--- src/rtl/cell_pkg.sv ---
`default_nettype none
// ============================================================================
//  Module      : cell_pkg
//  Description : Shared types and sizing helpers for the cell array and its
//                configuration loader.
//                  - load_state_e : loader sequencing states
//                  - calc_slots() : config words per row
//                  - idx_width()  : counter width for N positions, minimum 1
//  Revision    : 1.0  initial release
// ============================================================================
package cell_pkg;

    typedef enum logic [1:0] {
        ST_IDLE = 2'd0,
        ST_LOAD = 2'd1,
        ST_DONE = 2'd2
    } load_state_e;

    // Each cell holds 4 config bits, so a row is DIMX*4 bits wide.
    function automatic int calc_slots(input int dimx, input int port_width);
        return (dimx * 4) / port_width;
    endfunction

    // A counter over a single position still needs one bit to exist.
    function automatic int idx_width(input int n);
        return (n > 1) ? $clog2(n) : 1;
    endfunction

endpackage
`default_nettype wire

--- src/rtl/cell_config_loader.sv ---
`default_nettype none
// ============================================================================
//  Module      : cell_config_loader
//  Description : Streams PORT_WIDTH-bit config words into a DIMY-row stack of
//                cell rows, row-major and slot-ascending. Each accepted word
//                is merged into the shared row RAM bus and a single one-hot
//                write enable is raised for one cycle.
//  Ports       :
//    clk        in   1            clock, rising edge
//    rst_n      in   1            asynchronous active-low reset
//    start      in   1            begin full-array load (IDLE only)
//    abort      in   1            cancel load in progress
//    cfg_data   in   PORT_WIDTH   config word
//    cfg_valid  in   1            cfg_data valid
//    cfg_ready  out  1            word accepted this cycle if cfg_valid
//    row_ram    out  DIMX*4       shared RAM bus to every row
//    row_wren   out  DIMY*SLOTS   write enables, row r slot s = bit r*SLOTS+s
//    busy       out  1            load in progress
//    done       out  1            one-cycle pulse after the last word
//  Revision    : 1.0  initial release
// ============================================================================
module cell_config_loader
    import cell_pkg::*;
#(
    parameter  int DIMX       = 64,
    parameter  int DIMY       = 64,
    parameter  int PORT_WIDTH = 32,
    localparam int SLOTS      = calc_slots(DIMX, PORT_WIDTH)
) (
    input  logic                    clk,
    input  logic                    rst_n,
    input  logic                    start,
    input  logic                    abort,
    input  logic [PORT_WIDTH-1:0]   cfg_data,
    input  logic                    cfg_valid,
    output logic                    cfg_ready,
    output logic [DIMX*4-1:0]       row_ram,
    output logic [DIMY*SLOTS-1:0]   row_wren,
    output logic                    busy,
    output logic                    done
);

    localparam int RAM_W  = DIMX * 4;
    localparam int NWREN  = DIMY * SLOTS;
    localparam int ROW_W  = idx_width(DIMY);
    localparam int SLOT_W = idx_width(SLOTS);
    localparam int FLAT_W = idx_width(NWREN);

    load_state_e        state_q,    state_d;
    logic [ROW_W-1:0]   row_idx_q,  row_idx_d;
    logic [SLOT_W-1:0]  slot_idx_q, slot_idx_d;
    logic [RAM_W-1:0]   row_ram_q,  row_ram_d;
    logic [NWREN-1:0]   row_wren_q, row_wren_d;

    logic               accept;
    logic               last_slot;
    logic               last_word;
    logic [FLAT_W-1:0]  flat_idx;

    assign cfg_ready = (state_q == ST_LOAD) && !abort;
    assign accept    = cfg_valid && cfg_ready;
    assign last_slot = (slot_idx_q == SLOT_W'(SLOTS - 1));
    assign last_word = last_slot && (row_idx_q == ROW_W'(DIMY - 1));
    assign flat_idx  = FLAT_W'(row_idx_q) * FLAT_W'(SLOTS) + FLAT_W'(slot_idx_q);

    always_comb begin
        state_d    = state_q;
        row_idx_d  = row_idx_q;
        slot_idx_d = slot_idx_q;
        row_ram_d  = row_ram_q;
        row_wren_d = '0;        // enables live for exactly one accepted word

        unique case (state_q)
            ST_IDLE: begin
                // abort has priority over a simultaneous start
                if (start && !abort) begin
                    state_d    = ST_LOAD;
                    row_idx_d  = '0;
                    slot_idx_d = '0;
                end
            end
            ST_LOAD: begin
                if (abort) begin
                    state_d = ST_IDLE;
                end else if (accept) begin
                    for (int s = 0; s < SLOTS; s++) begin
                        if (slot_idx_q == SLOT_W'(s)) begin
                            row_ram_d[s*PORT_WIDTH +: PORT_WIDTH] = cfg_data;
                        end
                    end
                    row_wren_d = NWREN'(1) << flat_idx;

                    if (last_word) begin
                        state_d = ST_DONE;
                    end else if (last_slot) begin
                        slot_idx_d = '0;
                        row_idx_d  = row_idx_q + ROW_W'(1);
                    end else begin
                        slot_idx_d = slot_idx_q + SLOT_W'(1);
                    end
                end
            end
            ST_DONE: begin
                state_d = ST_IDLE;
            end
            default: begin
                state_d = ST_IDLE;
            end
        endcase
    end

    always_ff @(posedge clk or negedge rst_n) begin
        if (!rst_n) begin
            state_q    <= ST_IDLE;
            row_idx_q  <= '0;
            slot_idx_q <= '0;
            row_ram_q  <= '0;
            row_wren_q <= '0;
        end else begin
            state_q    <= state_d;
            row_idx_q  <= row_idx_d;
            slot_idx_q <= slot_idx_d;
            row_ram_q  <= row_ram_d;
            row_wren_q <= row_wren_d;
        end
    end

    assign row_ram  = row_ram_q;
    assign row_wren = row_wren_q;
    assign busy     = (state_q == ST_LOAD);
    assign done     = (state_q == ST_DONE);

endmodule
`default_nettype wire

--- config.mk ---
export PLATFORM = sky130hd
export DESIGN_NAME = cell_config_loader
export DESIGN_NICKNAME = d
export VERILOG_FILES = /design/src/rtl/cell_pkg.sv /design/src/rtl/cell_config_loader.sv
export SDC_FILE = /design/constraint.sdc
export NUM_CORES = 1
export LEC_CHECK = 0
export ABC_AREA = 1
export BUFFER_PORTS_ARGS = -buffer_cell sky130_fd_sc_hd__buf_2
export CORE_AREA = 2 2 314 316
export DETAILED_ROUTE_END_ITERATION = 7
export DIE_AREA = 0 0 316 318
export PLACE_DENSITY_LB_ADDON = 0.12
export SLEW_MARGIN = 25
export SYNTH_ARGS = -nofsm -noshare
export SYNTH_HDL_FRONTEND = slang
export SYNTH_SLANG_ARGS = --single-unit
--- constraint.sdc ---
create_clock -name clk -period 1.7 [get_ports clk]
set_input_delay 0.255 -clock clk [delete_from_list [all_inputs] [get_ports clk]]
set_output_delay 0.255 -clock clk [all_outputs]
set_load 0.01 [all_outputs]
## Word level (Yosys, flattened, before mapping)

Index checks and enable logic that the tools add are counted.

- Register bits: 779
- Output and inout port bits: 771
- Logic and storage cells: 73

- Add/subtract/negate cells: 3
- Equal/unequal tests: 17
- Shifts and indexed selects: 1
- Muxes and demuxes: 20
- Bitwise gates (word level): 1
- Reduce and logical (&&, ||, !) cells: 19

Operator list:

| cell | number |
|---|---|
| 2-to-1 mux 512 bit | 3 |
| << shifter 1 x 9 -> 512 bit, first input constant | 1 |
| AND reduction 4 bit | 8 |
| 2-to-1 mux 6 bit | 5 |
| 2-to-1 mux 3 bit | 5 |
| equality test 3 bit, second input constant | 4 |
| one-hot mux 6 bit (2 select lines) | 1 |
| adder 9 x 3 -> 9 bit | 1 |
| 2-to-1 mux 2 bit | 4 |
| adder 6 x 1 -> 6 bit, second input constant | 1 |
| equality test 3 x 2 -> 1 bit, second input constant | 2 |
| equality test 6 bit, second input constant | 1 |
| inequality test 2 bit, second input constant | 3 |
| inequality test 3 x 2 -> 1 bit, second input constant | 2 |
| one-hot mux 3 bit (2 select lines) | 1 |
| AND reduction 6 bit | 1 |
| AND reduction 5 bit | 1 |
| logical AND 1 bit | 4 |
| inequality test 2 x 1 -> 1 bit, second input constant | 2 |
| one-hot mux 2 bit (2 select lines) | 1 |
| adder 3 x 1 -> 3 bit, second input constant | 1 |
| equality test 3 x 1 -> 1 bit, second input constant | 1 |
| logical NOT 3 bit | 1 |
| AND reduction 3 bit | 1 |
| 6 further kinds | 6 |

## Depth between registers and ports, before layout

Gate-level depths: netlist of run 1.

- Depth after elaboration: 6
- Depth in mapped cells: 10
- Mapped depth without buffers: 9

## Least setup slack after synthesis of run 1

OpenSTA, ideal clock, no wires.

- Kind: flip-flop to flip-flop
- Start point: register slot_idx_q[0]
- End point: register row_idx_q[1]
- Setup time: 0.065 ns
- Arrival time: 1.602 ns
- Data required time: 1.635 ns
- Path slack: 0.033 ns
- Stages on the path, launching flop included: 11
- Path through: dfrtp_1 > ha_1 > ha_1 > buf_2 > nand2_1 > inv_1 > nand3_1 > nand2_1 > nor2_1 > nand2_1 > nand2_1

- Cells in the longest elaborated chain, start to end: 4
- Elaborated cells between the ends (all ways): 5
- Those cells by class: eq/ne: 3; reduce/logical: 2

RTL lines:

| what | RTL line | text |
|---|---|---|
| from (decl) | cell_config_loader.sv:51 | `logic [SLOT_W-1:0] slot_idx_q, slot_idx_d;` |
| from (signal assigned) | cell_config_loader.sv:122 | `slot_idx_q <= slot_idx_d;` |
| equality test 3 bit * | cell_config_loader.sv:62 | `assign last_slot = (slot_idx_q == SLOT_W'(SLOTS - 1));` |
| logical AND 1 bit | cell_config_loader.sv:63 | `assign last_word = last_slot && (row_idx_q == ROW_W'(DIMY - 1));` |
| inequality test 2 bit (no source line) | -- |  |
| AND reduction 6 bit (no source line) * | -- |  |
| to (signal assigned) | cell_config_loader.sv:121 | `row_idx_q <= row_idx_d;` |
| to (decl) | cell_config_loader.sv:50 | `logic [ROW_W-1:0] row_idx_q, row_idx_d;` |

Mark *: on every way between the ends. The rest lies on a longest branch, timed or not.
A chain may end at the register's enable or synchronous reset.

## Worst setup path after layout of run 1

- Start point: register state_q[0]
- End point: output port busy

- Cells in the longest elaborated chain, start to end: 1

RTL lines:

| what | RTL line | text |
|---|---|---|
| from (decl) | cell_config_loader.sv:49 | `load_state_e state_q, state_d;` |
| from (signal assigned) | cell_config_loader.sv:120 | `state_q <= state_d;` |
| equality test 2 x 1 -> 1 bit | cell_config_loader.sv:130 | `assign busy = (state_q == ST_LOAD);` |
| to (decl) | cell_config_loader.sv:39 | `output logic busy,` |

Every way passes these cells.

==> impl_metrics.ini, run 1 <==
[final_layout]
fin_util_pct = 40.06
drive_gt1_share_pct = 40.00
syn2layout_area_growth_pct = 46.06
antennaDiodeCount = 0
fin_nets = 3478
nFillCells = 9609

[die]
die_x_um = 316
row_count = 115
core_um2 = 97410
die-area_um2 = 100500
dieHeight_um = 318
start_util_pct = 27.43
boundaryPins = 808

[synth]
ys_seq_area_share_pct = 72.96
yosysWarningCount = 0
synth.avg_cell_area_um2 = 10.93
synth_cell_types = 25
synth.net_count = 2488
netlist_area_um2 = 26720
ys_ff_latch = 779
synth_cells = 2444

[clock_tree]
clkTransAtPathRegs_ps = 70
numCtsBuffers = 86
clockBufferDepth = 3
h-tree-depth = 3
worstSkewPairLatency_ps = 660
cts_tree = done
cts_root_buf = clkbuf_16
clock_sinks = 779

[setup_path]
cp_top_family = flip-flops
cp-start-kind = flop
cp-end-kind = output pin
arrival_ps = 1510
crit_chain = nand2_4 -> inv_4 -> buf_6 -> buf_8
crit_path_max_fanout = 4
required_ps = 1440
slowest_stage = dfrtp_2
path_buf_inv = 3
slowest_delay_ps = 470
critPathKind = reg2out

[power_and_ir_drop]
power.leakage_uw = 0.02029
power_switching_uw = 11680
p_int_uw = 33670
power_frac_seq_pct = 44.8
vdd_ir_drop_max_mv = 0.7179
netSwitchingFraction_pct = 25.76
p_per_area_nw_per_um2 = 1162
clkPwrFrac_pct = 44.0
p_comb_share_pct = 11.2

[global_routing]
grt_usage_pct = 20.74
grt_pass1_vias = 21970
grt_max_degree = 84
antenna_found_initial = 4
grt_pass1_wl_mm = 153.4
grt-ovfl-total = 0

[drt]
routedWlPerCell_um = 23.37
final_antenna_net_count = 0
first_pass_iters = 7
via_per_inst = 4.502
drt-total-wl_mm = 112.0
vias = 21570
drtIter0Drc = 1365
drcViolationCount = 0

[timing]
drv_slew = 0
final-hold-violation-count = 0
period_share_pct = 103.9
worst_clock_skew_ps = 24.82
worst_pin_slew_ps = 708.7
holdWs_ps = 21.38
setup_viol = 35
finalSetupTns_ps = -751.2
rsz0062_at_grt = true
fmax_mhz = 566.3
layout_setup_ws_ps = -65.74
period_minus_slack_ps = 1766
max_slew_margin_pct = 52.76

[flow_run]
cap_violations = 0

[placement]
place_congestion = 0.8222
dp_worst_setup_slack_ps = -296.5
io_buffers = 807
dpl.hpwl_mm = 75.04

[min_path]
hold_path.class = in2reg

[outcome]
status = complete, but fails checks
violations = negative setup slack
## power by group through the flow
stage / Sequential, µW / Clock (µW) / Combinational [µW]
floorplan: 21100 / 0 / 1200
global placement: 20500 / 0 / 4570
detailed placement: 20600 / 0 / 4630
CTS: 20300 / 20400 / 4800
global route: 20400 / 21200 / 5570
finish: 20300 / 20000 / 5090
## synthesized netlist by cell type, drive strengths merged
| cell type | n | area share (%) |
|---|---|---|
| clkinv | 1 | 0.014 |
| nor4 | 6 | 0.14 |
| nor2 | 564 | 8.0 |
| inv | 58 | 0.81 |
| xor2 | 1 | 0.033 |
| a21oi | 2 | 0.037 |
| buf | 106 | 2.5 |
| nor3 | 22 | 0.41 |
| clkbuf | 57 | 0.80 |
| nand2 | 433 | 6.2 |
| nand4 | 17 | 0.40 |
| o21ai | 261 | 4.9 |
| ha | 7 | 0.33 |
| nand3 | 123 | 2.3 |
| nand3b | 1 | 0.075 |
| o21bai | 6 | 0.17 |
| dfrtp | 779 | 73 |
## per-layer routing
metal  track usage [%]  part of all wire (%)  routed length [µm]  vias to the layer above
met5                 0                     0                   0                        -
met3             6.143                   7.8                8739                      156
met4             6.825                   3.1                3457                        0
met1             24.69                    39               43250                    10880
met2             35.59                    50               56530                      802
li1                  -                     -                   -                     9733
## layout make-up
class / instances / area (µm²) / share of cell area [%]
flip-flops and latches: 779 / 19510 / 49.98
repair buffers: 1063 / 7365 / 18.87
multi-input cells: 1445 / 7259 / 18.60
clock buffers: 123 / 2502 / 6.412
well taps: 1287 / 1610 / 4.126
clock inverters: 36 / 523.0 / 1.340
inverters: 59 / 260.3 / 0.6668
## cell usage in the layout (no fill, tap or decap), drive strengths merged, types with 2 or more instances in the layout
master          n
buf          1029
dfrtp         779
nor2          564
nand2         435
o21ai         261
clkbuf        143
nand3         123
inv            63
nor3           22
nand4          17
clkinv         17
dlygate4sd3    14
bufinv         12
ha              7
o21bai          6
nor4            6
clkinvlp        3
a21oi           2
## sequential cells by signal, summed over array words and instances (netlist names)
signal      flops
state_q         2
row_ram       256
row_idx_q       6
slot_idx_q      3
row_wren      512
## worst reg2reg max path: stages (launching register included)
cell and delay [ps]:
dfrtp_2 440, buf_6 140, ha_4 170, nand2_4 100, clkinvlp_4 230, nand2_8 240, clkbuf_16 200, o21ai_0 70
## repair_timing
item | in CTS | in global routing
pin swaps | 11 | 65
endpoints found under the setup margin | 458 | 649
buffers inserted | 10 | 20
endpoints found under the hold margin | 552 | 0
hold buffers | 14 | 0
resized for setup | 130 | 248
gates cloned | 5 | 28
## cells by family after synthesis
group | Yosys count | synth area share [%]
compound gates | 269 | 5.095
fa+ha+maj | 7 | 0.3278
xor+xnor | 1 | 0.03279
flops | 779 | 72.96
buf+inv | 222 | 4.130
simple gates | 1166 | 17.46
## metrics by stage
stage	area (µm²)	total power, µW	instances
2_1_floorplan	26720	22290	2444
5_1_grt	39030	47230	4792
3_3_place_gp	33530	25110	4557
3_5_place_dp	33530	25190	4557
6_report	39030	45350	4792
4_1_cts	37420	45530	4745
## final timing paths
kind                       cells past startpoint  slack [ps]                  endpoint                       from
min                                            3          20   row_ram[90]$_DFFE_PN0P_               cfg_data[26]
max reg2reg                                    7         -40   row_ram[69]$_DFFE_PN0P_  slot_idx_q[1]$_DFFE_PN0P_
max in group asynchronous                      3         660  row_ram[204]$_DFFE_PN0P_                      rst_n
min in group asynchronous                      2         160   row_wren[483]$_DFF_PN0_                      rst_n
min reg2reg                                    2         480  row_ram[197]$_DFFE_PN0P_   row_ram[197]$_DFFE_PN0P_
max                                            4         -70                      busy     state_q[0]$_DFFE_PN0P_
No activity file was read; power rests on OpenSTA's default activity.
==> run 2: changes to the inputs <==
--- a/config.mk
+++ b/config.mk
@@ -11,6 +11,7 @@
 export DETAILED_ROUTE_END_ITERATION = 7
 export DIE_AREA = 0 0 316 318
 export PLACE_DENSITY_LB_ADDON = 0.12
+export SKIP_LAST_GASP = 1
 export SLEW_MARGIN = 25
 export SYNTH_ARGS = -nofsm -noshare
 export SYNTH_HDL_FRONTEND = slang
==> impl_metrics.ini, run 2 (synthesized netlist as in run 1, its figures left out) <==
[outcome]
status = complete, but fails checks
violations = negative setup slack

[clock_tree]
numCtsBuffers = 86
clkTransAtPathRegs_ps = 60
cts_tree = done
h-tree-depth = 3
worstSkewPairLatency_ps = 670
clockBufferDepth = 3
cts_root_buf = clkbuf_16
clock_sinks = 779

[final_layout]
layout_commonest_cell = buf_2
seq_area_um2 = 19510
nFillCells = 9485
drive_gt1_share_pct = 41.98
layout_common_cells = buf_2, dfrtp_1, nor2_1, nand2_1, o21ai_0
syn2layout_area_growth_pct = 50.71
fin_util_pct = 41.34
largest_reg_flops = 512
fin_nets = 3525
final_cells = 4839
fin_area_um2 = 40270
multi_input_area_um2 = 7631
antennaDiodeCount = 0

[drt]
drcViolationCount = 0
drt-total-wl_mm = 116.9
first_pass_iters = 6
drtIter0Drc = 1336
vias = 21960
routedWlPerCell_um = 24.16
via_per_inst = 4.538
final_antenna_net_count = 0

[die]
die-area_um2 = 100500
dieHeight_um = 318
boundaryPins = 808
core_um2 = 97410
die_x_um = 316
start_util_pct = 27.43
row_count = 115

[global_routing]
antenna_found_initial = 4
grt_pass1_wl_mm = 153.4
grt_max_degree = 84
grt_pass1_vias = 21940
grt_usage_pct = 20.74
grt-ovfl-total = 0

[setup_path]
cp_top_family = buffers and inverters
critPathKind = reg2reg
slowest_delay_ps = 390
required_ps = 2300
cp_common_cell = buf_12
cp-end-kind = flop
crit_path_max_fanout = 8
cp-start-kind = flop
slowest_stage = dfrtp_1
path_buf_inv = 5
crit_chain = inv_2 -> nand3b_4 -> nor2_4 -> buf_12 -> buf_12 -> nand2_8 -> buf_6 -> clkbuf_16 -> nor2_2
arrival_ps = 2370

[timing]
final-hold-violation-count = 0
layout_setup_ws_ps = -65.65
worst_pin_slew_ps = 725.5
drv_slew = 0
rsz0062_at_grt = true
finalSetupTns_ps = -1427
period_minus_slack_ps = 1766
setup_viol = 70
fmax_mhz = 566.4
max_slew_margin_pct = 51.64
period_share_pct = 103.9
worst_clock_skew_ps = 24.16

[placement]
dpl.hpwl_mm = 75.04
placedCellCount = 4557
place_congestion = 0.8222
placed_area_um2 = 33530
io_buffers = 807

[power_and_ir_drop]
vdd_ir_drop_max_mv = 0.7011
p_per_area_nw_per_um2 = 1134
power.leakage_uw = 0.02080

[min_path]
hold_path.class = in2reg

[flow_run]
cap_violations = 0
==> run 2: cell types whose count changed in the layout (fill, tap and decap cells not counted), moves of 10 or more <==
cell and delta:
clkbuf_16 +18, nor2_4 +10, o21ai_0 +13, nor2_1 -31, buf_6 +14, nor2_2 +21
o21ai_1 -11
==> run 2: repair_timing <==
action	CTS	global route
resized for setup	121	345
pin swaps	11	96
hold buffers	14	0
endpoints found under the setup margin	458	649
hold endpoints to repair	552	0
buffers inserted	10	32
gates cloned	5	63
==> run 2: final timing paths <==
| path | start | endpoint | slack, ps | cells past startpoint |
|---|---|---|---|---|
| worst max-delay path | state_q[1]$_DFFE_PN0P_ | row_wren[351]$_DFF_PN0_ | -70 | 9 |
| worst min-delay path | cfg_data[26] | row_ram[186]$_DFFE_PN0P_ | 30 | 3 |
| worst max register to register | state_q[1]$_DFFE_PN0P_ | row_wren[351]$_DFF_PN0_ | -70 | 9 |
| worst min register to register | row_ram[197]$_DFFE_PN0P_ | row_ram[197]$_DFFE_PN0P_ | 480 | 2 |
| max in group asynchronous | rst_n | row_ram[237]$_DFFE_PN0P_ | 650 | 3 |
| min in group asynchronous | rst_n | row_wren[483]$_DFF_PN0_ | 160 | 2 |
==> run 2: area by class of cell <==
cell class              instances  share of cell area, %
multi-input cells            1450                  18.95
clock buffers                 123                  6.214
clock inverters                36                  1.299
flip-flops and latches        779                  48.45
repair buffers               1105                  20.43
inverters                      59                 0.6618
well taps                    1287                  3.999
==> run 2: per-stage QoR <==
stage	hold slack (ps)	worst slack, ps	power [µW]
CTS	1.472	-134.4	45520
global route	51.14	-166.2	47490
floorplan	-40.59	32.79	22290
global placement	226.3	-257.6	25110
detailed placement	222.1	-296.5	25190
finish	27.29	-65.65	45660
==> run 2: where the power goes <==
group	switching (µW)	leakage (µW)	internal, µW
clock	7900	0.00150	12100
sequential	656	0.0108	19700
combinational	3310	0.00852	2030
total	11900	0.0208	33800
==> run 2: worst min-delay path: stages <==
cell and delay, ps:
buf_2 70, inv_1 130, o21ai_1 180
==> run 2: metal layers <==
metal / up-vias / part of all wire [%] / global-route usage, %
met2: 829 / 50 / 35.63
met3: 164 / 7.8 / 6.006
met4: 0 / 3.2 / 6.688
met5: - / 0 / 0
met1: 11110 / 39 / 24.80
li1: 9856 / - / -
